<file path="config.mk">
export PLATFORM = sky130hd
export DESIGN_NAME = fifo_sync_v2_flat
export DESIGN_NICKNAME = d
export VERILOG_FILES = /design/src/rtl/fifo_sync_v2_pkg.sv /design/src/rtl/fifo_sync_v2_if.sv /design/src/rtl/fifo_sync_v2_mem_2p.sv /design/src/rtl/fifo_sync_v2.sv /design/src/flat_wrapper.sv
export SDC_FILE = /design/constraint.sdc
export NUM_CORES = 1
export LEC_CHECK = 0
export BUFFER_PORTS_ARGS = -buffer_cell sky130_fd_sc_hd__buf_2
export CORE_MARGIN = 5
export CORE_UTILIZATION = 25
export CTS_CLUSTER_DIAMETER = 150
export DETAILED_ROUTE_END_ITERATION = 16
export PLACE_DENSITY = 0.42
export SKIP_LAST_GASP = 1
export SYNTH_ARGS = -nofsm -noshare
export SYNTH_HDL_FRONTEND = slang
export SYNTH_SLANG_ARGS = --single-unit
</file>
<file path="constraint.sdc">
create_clock -name clk_i -period 2.25 [get_ports clk_i]
set_input_delay 0.1125 -clock clk_i [delete_from_list [all_inputs] [get_ports clk_i]]
set_output_delay 0.1125 -clock clk_i [all_outputs]
set_load 0.02 [all_outputs]
</file>
<file path="src/rtl/fifo_sync_v2_pkg.sv">
// Shared FIFO definitions: read-mode enum and level-width helper.
// The SPI TX/RX wrappers import this package as well.
package fifo_pkg;

    // Read-mode selector used by the FIFO and the SPI wrappers.
    typedef enum logic {
        FIFO_STD  = 1'b0,
        FIFO_FWFT = 1'b1
    } fifo_mode_e;

    // Width needed to count 0..depth entries inclusive.
    function automatic int fifo_level_w(input int depth);
        return $clog2(depth) + 1;
    endfunction

    // Maps the integer FWFT parameter onto the mode enum.
    function automatic fifo_mode_e fifo_mode(input int fwft);
        return (fwft != 0) ? FIFO_FWFT : FIFO_STD;
    endfunction

endpackage

</file>
<file path="src/rtl/fifo_sync_v2_if.sv">
// Handshake/data bundle of fifo_sync_v2.
// The master side is the producer/consumer logic; the slave side is the FIFO.
interface fifo_sync_v2_if
    import fifo_pkg::*;
#(
    parameter int DATA_WIDTH = 8,
    parameter int FIFO_DEPTH = 8
);

    localparam int LW = fifo_level_w(FIFO_DEPTH);

    logic                  clr_i;
    logic                  wr_i;
    logic [DATA_WIDTH-1:0] data_i;
    logic                  rd_i;
    logic [DATA_WIDTH-1:0] data_o;
    logic                  valid_o;
    logic                  full_o;
    logic                  empty_o;
    logic [LW-1:0]         level_o;
    logic                  almost_full_o;
    logic                  almost_empty_o;
    logic                  overflow_o;
    logic                  underflow_o;

    modport master (
        output clr_i, wr_i, data_i, rd_i,
        input  data_o, valid_o, full_o, empty_o, level_o,
               almost_full_o, almost_empty_o, overflow_o, underflow_o
    );

    modport slave (
        input  clr_i, wr_i, data_i, rd_i,
        output data_o, valid_o, full_o, empty_o, level_o,
               almost_full_o, almost_empty_o, overflow_o, underflow_o
    );

endinterface

</file>
<file path="src/rtl/fifo_sync_v2_mem_2p.sv">
// Storage for fifo_sync_v2: one synchronous write port, one asynchronous
// read port. Contents are deliberately not reset.
module fifo_mem_2p #(
    parameter int DATA_WIDTH = 8,
    parameter int FIFO_DEPTH = 8,
    localparam int AW = $clog2(FIFO_DEPTH)
) (
    input  logic                  clk_i,
    input  logic                  we,
    input  logic [AW-1:0]         waddr,
    input  logic [DATA_WIDTH-1:0] wdata,
    input  logic [AW-1:0]         raddr,
    output logic [DATA_WIDTH-1:0] rdata
);

    logic [DATA_WIDTH-1:0] mem [FIFO_DEPTH];

    // Write port: store the incoming word at the write pointer.
    always_ff @(posedge clk_i) begin
        if (we) begin
            mem[waddr] <= wdata;
        end
    end

    // Asynchronous read feeds both the FWFT path and the registered read.
    assign rdata = mem[raddr];

endmodule

</file>
<file path="src/rtl/fifo_sync_v2.sv">
// Parametrised synchronous FIFO with FWFT or registered read mode, a fill
// level, programmable almost flags and sticky overflow/underflow flags.
// Status outputs come from the registered level only, so wr_i/rd_i have
// no combinational path to them.
module fifo_sync_v2
    import fifo_pkg::*;
#(
    parameter int DATA_WIDTH = 8,
    parameter int FIFO_DEPTH = 8,
    parameter int FWFT       = 1,
    parameter int AFULL_THR  = FIFO_DEPTH - 1,
    parameter int AEMPTY_THR = 1
) (
    input  logic           clk_i,
    input  logic           rst_ni,
    fifo_sync_v2_if.slave  bus
);

    localparam int         AW   = $clog2(FIFO_DEPTH);
    localparam int         LW   = fifo_level_w(FIFO_DEPTH);
    localparam fifo_mode_e MODE = fifo_mode(FWFT);

    // Reject depths the pointer arithmetic cannot handle.
    if ((FIFO_DEPTH < 2) || ((FIFO_DEPTH & (FIFO_DEPTH - 1)) != 0)) begin : g_bad_depth
        $error("fifo_sync_v2: FIFO_DEPTH must be a power of two >= 2");
    end
    if (DATA_WIDTH < 1) begin : g_bad_width
        $error("fifo_sync_v2: DATA_WIDTH must be >= 1");
    end

    logic [AW-1:0]         wr_ptr_reg, wr_ptr_next;
    logic [AW-1:0]         rd_ptr_reg, rd_ptr_next;
    logic [LW-1:0]         level_reg,  level_next;
    logic                  ovf_reg,    ovf_next;
    logic                  udf_reg,    udf_next;

    logic                  empty;
    logic                  full;
    logic                  rd_ok;
    logic                  wr_ok;
    logic                  mem_we;
    logic [DATA_WIDTH-1:0] mem_rdata;

    assign empty = (level_reg == '0);
    assign full  = (level_reg == LW'(FIFO_DEPTH));

    // A read needs a word; a write needs room, or a pop in the same cycle.
    assign rd_ok  = bus.rd_i & ~empty;
    assign wr_ok  = bus.wr_i & (~full | rd_ok);
    assign mem_we = wr_ok & ~bus.clr_i;

    fifo_mem_2p #(
        .DATA_WIDTH (DATA_WIDTH),
        .FIFO_DEPTH (FIFO_DEPTH)
    ) u_mem (
        .clk_i (clk_i),
        .we    (mem_we),
        .waddr (wr_ptr_reg),
        .wdata (bus.data_i),
        .raddr (rd_ptr_reg),
        .rdata (mem_rdata)
    );

    // Next-state for pointers, level and sticky error flags; flush wins.
    always_comb begin
        wr_ptr_next = wr_ptr_reg;
        rd_ptr_next = rd_ptr_reg;
        level_next  = level_reg;
        ovf_next    = ovf_reg;
        udf_next    = udf_reg;
        if (bus.clr_i) begin
            wr_ptr_next = '0;
            rd_ptr_next = '0;
            level_next  = '0;
            ovf_next    = 1'b0;
            udf_next    = 1'b0;
        end else begin
            if (wr_ok) begin
                wr_ptr_next = wr_ptr_reg + 1'b1;
            end
            if (rd_ok) begin
                rd_ptr_next = rd_ptr_reg + 1'b1;
            end
            case ({wr_ok, rd_ok})
                2'b10:   level_next = level_reg + 1'b1;
                2'b01:   level_next = level_reg - 1'b1;
                default: level_next = level_reg;
            endcase
            if (bus.wr_i & ~wr_ok) begin
                ovf_next = 1'b1;
            end
            if (bus.rd_i & ~rd_ok) begin
                udf_next = 1'b1;
            end
        end
    end

    // Control state register with asynchronous active-low reset.
    always_ff @(posedge clk_i or negedge rst_ni) begin
        if (!rst_ni) begin
            wr_ptr_reg <= '0;
            rd_ptr_reg <= '0;
            level_reg  <= '0;
            ovf_reg    <= 1'b0;
            udf_reg    <= 1'b0;
        end else begin
            wr_ptr_reg <= wr_ptr_next;
            rd_ptr_reg <= rd_ptr_next;
            level_reg  <= level_next;
            ovf_reg    <= ovf_next;
            udf_reg    <= udf_next;
        end
    end

    assign bus.level_o        = level_reg;
    assign bus.empty_o        = empty;
    assign bus.full_o         = full;
    assign bus.almost_full_o  = (level_reg >= LW'(AFULL_THR));
    assign bus.almost_empty_o = (level_reg <= LW'(AEMPTY_THR));
    assign bus.overflow_o     = ovf_reg;
    assign bus.underflow_o    = udf_reg;

    if (MODE == FIFO_FWFT) begin : g_fwft
        // Head word shown directly; masked to zero while empty so the
        // output never exposes stale (or uninitialised) storage.
        assign bus.data_o  = empty ? '0 : mem_rdata;
        assign bus.valid_o = ~empty;
    end else begin : g_std
        logic [DATA_WIDTH-1:0] data_reg,  data_next;
        logic                  valid_reg, valid_next;

        // Registered read: capture the head on a pop, pulse valid once.
        always_comb begin
            data_next  = data_reg;
            valid_next = 1'b0;
            if (bus.clr_i) begin
                data_next = '0;
            end else if (rd_ok) begin
                data_next  = mem_rdata;
                valid_next = 1'b1;
            end
        end

        // Read-data register; holds its word between pops.
        always_ff @(posedge clk_i or negedge rst_ni) begin
            if (!rst_ni) begin
                data_reg  <= '0;
                valid_reg <= 1'b0;
            end else begin
                data_reg  <= data_next;
                valid_reg <= valid_next;
            end
        end

        assign bus.data_o  = data_reg;
        assign bus.valid_o = valid_reg;
    end

endmodule

</file>
<file path="src/flat_wrapper.sv">
// flat-port wrapper written by rule: the top's interface ports become plain ports
module fifo_sync_v2_flat import fifo_pkg::*;
#(
    parameter int DATA_WIDTH = 8,
    parameter int FIFO_DEPTH = 8,
    parameter int FWFT       = 1,
    parameter int AFULL_THR  = FIFO_DEPTH - 1,
    parameter int AEMPTY_THR = 1
)
  (clk_i, rst_ni, bus_clr_i, bus_wr_i, bus_data_i, bus_rd_i, bus_data_o, bus_valid_o, bus_full_o, bus_empty_o, bus_level_o, bus_almost_full_o, bus_almost_empty_o, bus_overflow_o, bus_underflow_o);
  fifo_sync_v2_if #(.DATA_WIDTH(DATA_WIDTH), .FIFO_DEPTH(FIFO_DEPTH)) bus_i ();
  input  logic clk_i;
  input  logic rst_ni;
  input wire logic [$bits(bus_i.clr_i)-1:0] bus_clr_i;
  input wire logic [$bits(bus_i.wr_i)-1:0] bus_wr_i;
  input wire logic [$bits(bus_i.data_i)-1:0] bus_data_i;
  input wire logic [$bits(bus_i.rd_i)-1:0] bus_rd_i;
  output wire logic [$bits(bus_i.data_o)-1:0] bus_data_o;
  output wire logic [$bits(bus_i.valid_o)-1:0] bus_valid_o;
  output wire logic [$bits(bus_i.full_o)-1:0] bus_full_o;
  output wire logic [$bits(bus_i.empty_o)-1:0] bus_empty_o;
  output wire logic [$bits(bus_i.level_o)-1:0] bus_level_o;
  output wire logic [$bits(bus_i.almost_full_o)-1:0] bus_almost_full_o;
  output wire logic [$bits(bus_i.almost_empty_o)-1:0] bus_almost_empty_o;
  output wire logic [$bits(bus_i.overflow_o)-1:0] bus_overflow_o;
  output wire logic [$bits(bus_i.underflow_o)-1:0] bus_underflow_o;
  assign bus_i.clr_i = bus_clr_i;
  assign bus_i.wr_i = bus_wr_i;
  assign bus_i.data_i = bus_data_i;
  assign bus_i.rd_i = bus_rd_i;
  assign bus_data_o = bus_i.data_o;
  assign bus_valid_o = bus_i.valid_o;
  assign bus_full_o = bus_i.full_o;
  assign bus_empty_o = bus_i.empty_o;
  assign bus_level_o = bus_i.level_o;
  assign bus_almost_full_o = bus_i.almost_full_o;
  assign bus_almost_empty_o = bus_i.almost_empty_o;
  assign bus_overflow_o = bus_i.overflow_o;
  assign bus_underflow_o = bus_i.underflow_o;
  fifo_sync_v2 #(.DATA_WIDTH(DATA_WIDTH), .FIFO_DEPTH(FIFO_DEPTH), .FWFT(FWFT), .AFULL_THR(AFULL_THR), .AEMPTY_THR(AEMPTY_THR)) u_core (.clk_i(clk_i), .rst_ni(rst_ni), .bus(bus_i));
endmodule
</file>
# Yosys cells after proc, flatten, opt, wreduce, memory -nomap -nowiden
# Memory sizes are Yosys's and may differ from the RTL's.
# Cells that the tools add are included.
# totals
ff_bits,12
mem_bits_rw,64
n_memories,1
# op_classes
addsub,4
order_cmp,2
eq_ne,3
mux,13
bitwise,11
n_reduce_logical,6
# memory_table
name,words,word_bits,read_ports,rd_ports_with_merged_regs,write_ports,line,rtl
u_core.u_mem.mem,8,8,1,0,1,fifo_sync_v2_mem_2p.sv:16,logic [DATA_WIDTH-1:0] mem [FIFO_DEPTH];
# op_table
operator,n
$mux 3,4
$mux 8,1
$pmux 4 s2,1
$reduce_bool 2->1,4
$add 3x1->3 const B,2
$mux 1,6
$and 1x1->1,5
$not 1->1,5
$add 4x1->4 const B,1
$eq 4x4->1 const B,1
$ge 4x3->1 const B,1
$le 4x1->1 const B,1
$logic_not 4->1,1
$mux 4,1
$sub 4x1->4 const B,1
$reduce_bool 3->1,1
$eq 2x1->1 const B,1
$eq 2x2->1 const B,1
$or 1x1->1,1

# Logic depth before layout (Yosys ltp)
# logic_depth
word_depth,9
mapped_depth,7
depth_no_buf,6

# Hierarchy
# Synthesis repeated with hierarchy kept, for this count alone.
# unflattened
cells_unflattened,194
area_unflattened_um2,3328.2
# modules_own_cells
module,instances,cells_each,area_per_inst_um2
fifo_mem_2p,1,106,2531.2
fifo_sync_v2,1,88,797.0

# Least setup slack after synthesis
# No wires, ideal clock.
# synth_timing
kind,flip-flop to flip-flop
from,reg u_core.level_reg[0] (netlist: u_core.bus.level_o[0])
to,mem u_core.u_mem.mem[1][0] (enable)
setup_time_ps,383
arrival_time_ps,1997
t_required_ps,1867
slack_ps,-130
path_stages_with_launch,7
path_buffers,0
synth_period_minus_slack_ps,2380
cell_sequence,dfrtp_1 inv_1 ha_1 nand3b_1 o21ai_4 nand3b_1 nor3_1
# synth_via
elab_chain_len,8
elab_cells_between_ends,10
# synth_lines
item,line,rtl
from (decl),fifo_sync_v2.sv:33,"logic [LW-1:0] level_reg, level_next;"
from (signal assigned),fifo_sync_v2.sv:109,level_reg <= level_next;
$logic_not 4->1,fifo_sync_v2.sv:44,assign empty = (level_reg == '0);
$not 1->1,fifo_sync_v2.sv:48,assign rd_ok = bus.rd_i & ~empty;
$and 1x1->1,fifo_sync_v2.sv:48,
$or 1x1->1 (*),fifo_sync_v2.sv:49,assign wr_ok = bus.wr_i & (~full | rd_ok);
$and 1x1->1 (*),fifo_sync_v2.sv:49,
$and 1x1->1 (*),fifo_sync_v2.sv:50,assign mem_we = wr_ok & ~bus.clr_i;
$mux 1 (*),fifo_sync_v2_mem_2p.sv:20,if (we) begin
$mux 1 (implied by the code) (*),fifo_sync_v2_mem_2p.sv:21,mem[waddr] <= wdata;
to (decl),fifo_sync_v2_mem_2p.sv:16,
# Mark *: on every way between the ends. The rest lies on a longest branch, timed or not.

# Final worst setup path
# layout_timing
from,reg u_core.level_reg[0] (netlist: u_core.bus.level_o[0])
to,out bus_data_o[3]
# layout_via
elab_chain_len,2
# layout_lines
item,line,rtl
$logic_not 4->1,fifo_sync_v2.sv:44,
$mux 8,fifo_sync_v2.sv:126,assign bus.data_o = empty ? '0 : mem_rdata;
to (decl),flat_wrapper.sv:18,output wire logic [$bits(bus_i.data_o)-1:0] bus_data_o;
# No other way between the ends.

==> metrics.txt <==
fin crit period=2.10 ns; skew final=0.00624 ns; clock latency on the worst-skew pair=0.33 ns; FFs w/ async S/R, synth=0.158; post-synth top area share=0.578; Final Hold Vio Count=0; CTS Buffer Depth=2; Synthesized Nets=220; cell breakdown of the critical path=inv_1 > ha_1 > or3b_4 > inv_4 > nor2_1 > buf_2; HP Start=bus_data_i[7]; P per Cell Area=1120 mW/mm2; Tot GR Track Use=0.100; FF+latch count, synth=76; Site Rows=42; worst-margin pin slew=between 0.6 and 0.7 ns; Finished Core Util=0.310; Clock transition at path regs=0.06 ns; Design Area, Final=0.00407 mm2; CP endpoint kind=primary output; vias per cell=~4.3; status=finished, final reports clean; Synth area leaders=edfxtp_1 (58%), mux4_2 (11%), dfrtp_1 (9.0%); number of synthesized flops with an enable pin=64; crit path DAT=around 2 ns; Mean Syn Cell Area=16.5 um2; Die Ht=~130 um; RR Endpoint=u_core.u_mem.mem[2][7]; ys flop type=edfxtp_1; Routed WL per cell=17.4 um; R2R Path Start=u_core.bus.level_o[0]; post-synthesis cell type count=41; sequential area share after synthesis=0.669; initial core utilization=0.253; gpl congestion=0.729; slew margin rel.=0.554; Required @ worst endpoint=around 2.1 ns; hold slack final=between 0.06 and 0.07 ns; Setup violations, final=0; hold depth=1; fin. max-slew vios=0; FF+latch area=around 0.0022 mm2; fin crit share=0.932; R2R setup slack=0.19 ns; max frequency=477 MHz; slowest stage delay, CP=0.48 ns; Die W=125 um; Reg2Reg Depth=7; worst setup slack after layout=roughly 0.15 ns; Routed Antenna Nets=0; Hold Crit Class=input pin to register; Lkg Pwr=around 1.5 nW; Peak VDD IR=522 uV; DP Area=0.00376 mm2; Antenna diodes=0; initial antenna violation count=0; Remaining DRCs=0; number of port buffers=31; Endpoint, Worst Hold=u_core.u_mem.mem[1][7]; multi-input gate area in the final layout=992 um2; area leader, netlist=edfxtp_1; I/O pins=32; vias in the first global route=2012; root buf cell=clkbuf_16; CP max-delay cell=or3b_4; unrepaired setup endpoints after global routing=false; starting DRC count in detailed routing=98; TritonCTS clock tree=built; startpoint types=register; hpwl dp=around 5 mm; final wirelength=between 7 and 8 mm; Biggest register=u_core.u_mem.mem; vias post-DR=1869; Remaining Overflow, GRT=0; first-pass GRT wire length=~12 mm; cts bufs inserted=9; Gate Count Post-Synth=between 200 and 250; CTS sink cnt=76; H-tree depth=3; worst-path fanout max=10; Yosys warnings=0; number of flip-flops in the largest register=64; share of cells above drive strength 1=0.341; pin count of the biggest net entering global routing=19; Max Cap Viol=0; Filler cells=between 1000 and 1500; Core Area=about 0.013 mm2; fin nets=268; Worst Path Class, Setup=register to primary output; worst slack, placed=0.217 ns; Die Area=0.0157 mm2; Area Overhead vs Synth=22.4%; cell area after synthesis=approximately 0.0033 mm2; DR pass1 iterations=4
## Yosys cell counts (all sizes together), types with 2 or more instances
| master | instances |
|---|---|
| edfxtp | 64 |
| nor2 | 24 |
| mux4 | 16 |
| dfrtp | 12 |
| mux2i | 11 |
| buf | 9 |
| inv | 8 |
| nand2 | 8 |
| ha | 5 |
| xor2 | 5 |
| a21oi | 4 |
| nand3 | 4 |
| a211oi | 3 |
| nand2b | 3 |
| nor3 | 3 |
| o21ai | 3 |
| or3 | 3 |
| clkbuf | 2 |
| nand3b | 2 |
## layout by cell type, fill, tap and decap left out, types with 2 or more instances in the layout
cell type,netlist,layout
edfxtp_1,64,64
xor2_1,5,5
buf_4,1,14
nand2_1,7,7
nor2_1,24,24
nor3_2,1,2
nand2b_1,3,3
clkinvlp_4,0,2
mux2i_1,11,11
buf_12,0,2
a211oi_1,2,2
or3_1,3,3
o21ai_0,2,2
clkbuf_16,0,9
mux4_2,16,16
nand3_1,4,4
buf_2,2,31
clkinv_1,0,2
inv_1,7,7
a21oi_1,4,4
dfrtp_1,12,12
ha_1,5,5
nand3b_1,2,2
## cells by family (layout without fill, tap and decap cells)
logic type | count (synthesis) | after routing | share of synthesized area
flops | 76 | 76 | 0.669
simple gates | 52 | 52 | 0.0794
mux | 27 | 27 | 0.142
buf+inv | 19 | 72 | 0.0350
compound gates | 18 | 18 | 0.0433
fa+ha+maj | 5 | 5 | 0.0188
xor+xnor | 5 | 5 | 0.0132
## power by group
part	total (mW)	internal (mW)	switching, mW
Sequential	1.64	1.60	0.0427
Clock	1.40	0.852	0.549
Combinational	1.50	0.622	0.877
## stage by stage
step | cells | TNS (ns) | total power [mW]
finish | 431 | 0 | 4.54
global route | 431 | 0 | 4.79
CTS | 431 | 0 | 4.62
detailed placement | 414 | 0 | 3.19
global placement | 414 | 0 | 3.18
floorplan | 202 | -1.51 | 2.74
## repair_timing
action,in CTS,in global routing
hold endpoints to repair,12,0
gates resized for setup,1,1
endpoints found under the setup margin,9,9
buffers inserted,0,0
hold buffers,1,0
## per-layer routing
layer  share of wire  track usage
met5               0            0
met4           0.011       0.0287
met3           0.040       0.0333
met2            0.49        0.165
met1            0.45        0.127
## worst max-delay path: cells and delay by family (launching register included)
family                   cells  cell delay, ns
buffers and inverters        3            0.44
flip-flops                   1            0.37
AND/OR/NAND/NOR              2            0.55
adder cells (fa/ha/maj)      1            0.29
## cell type report
| class | count | area share |
|---|---|---|
| Timing Repair Buffer | 48 | 0.0763 |
| Clock buffer | 9 | 0.0554 |
| Sequential cell | 76 | 0.546 |
| Tap cell | 176 | 0.0541 |
| Multi-Input combinational cell | 107 | 0.244 |
| Inverter | 8 | 0.00800 |
| Clock inverter | 7 | 0.0163 |
## worst max-delay path by stage
| stage | startpoint | to | cells after the start |
|---|---|---|---|
| detailed placement | u_core.bus.level_o[0] | u_core.u_mem.mem[2][2] | 7 |
| CTS | u_core.bus.level_o[0] | bus_data_o[3] | 6 |
| global placement | u_core.bus.level_o[0] | u_core.u_mem.mem[2][6] | 7 |
| finish | u_core.bus.level_o[0] | bus_data_o[3] | 6 |
| floorplan | u_core.bus.level_o[0] | u_core.u_mem.mem[4][0] | 6 |
| global route | u_core.bus.level_o[0] | bus_data_o[3] | 6 |
Power figures use the tool's default switching activity.
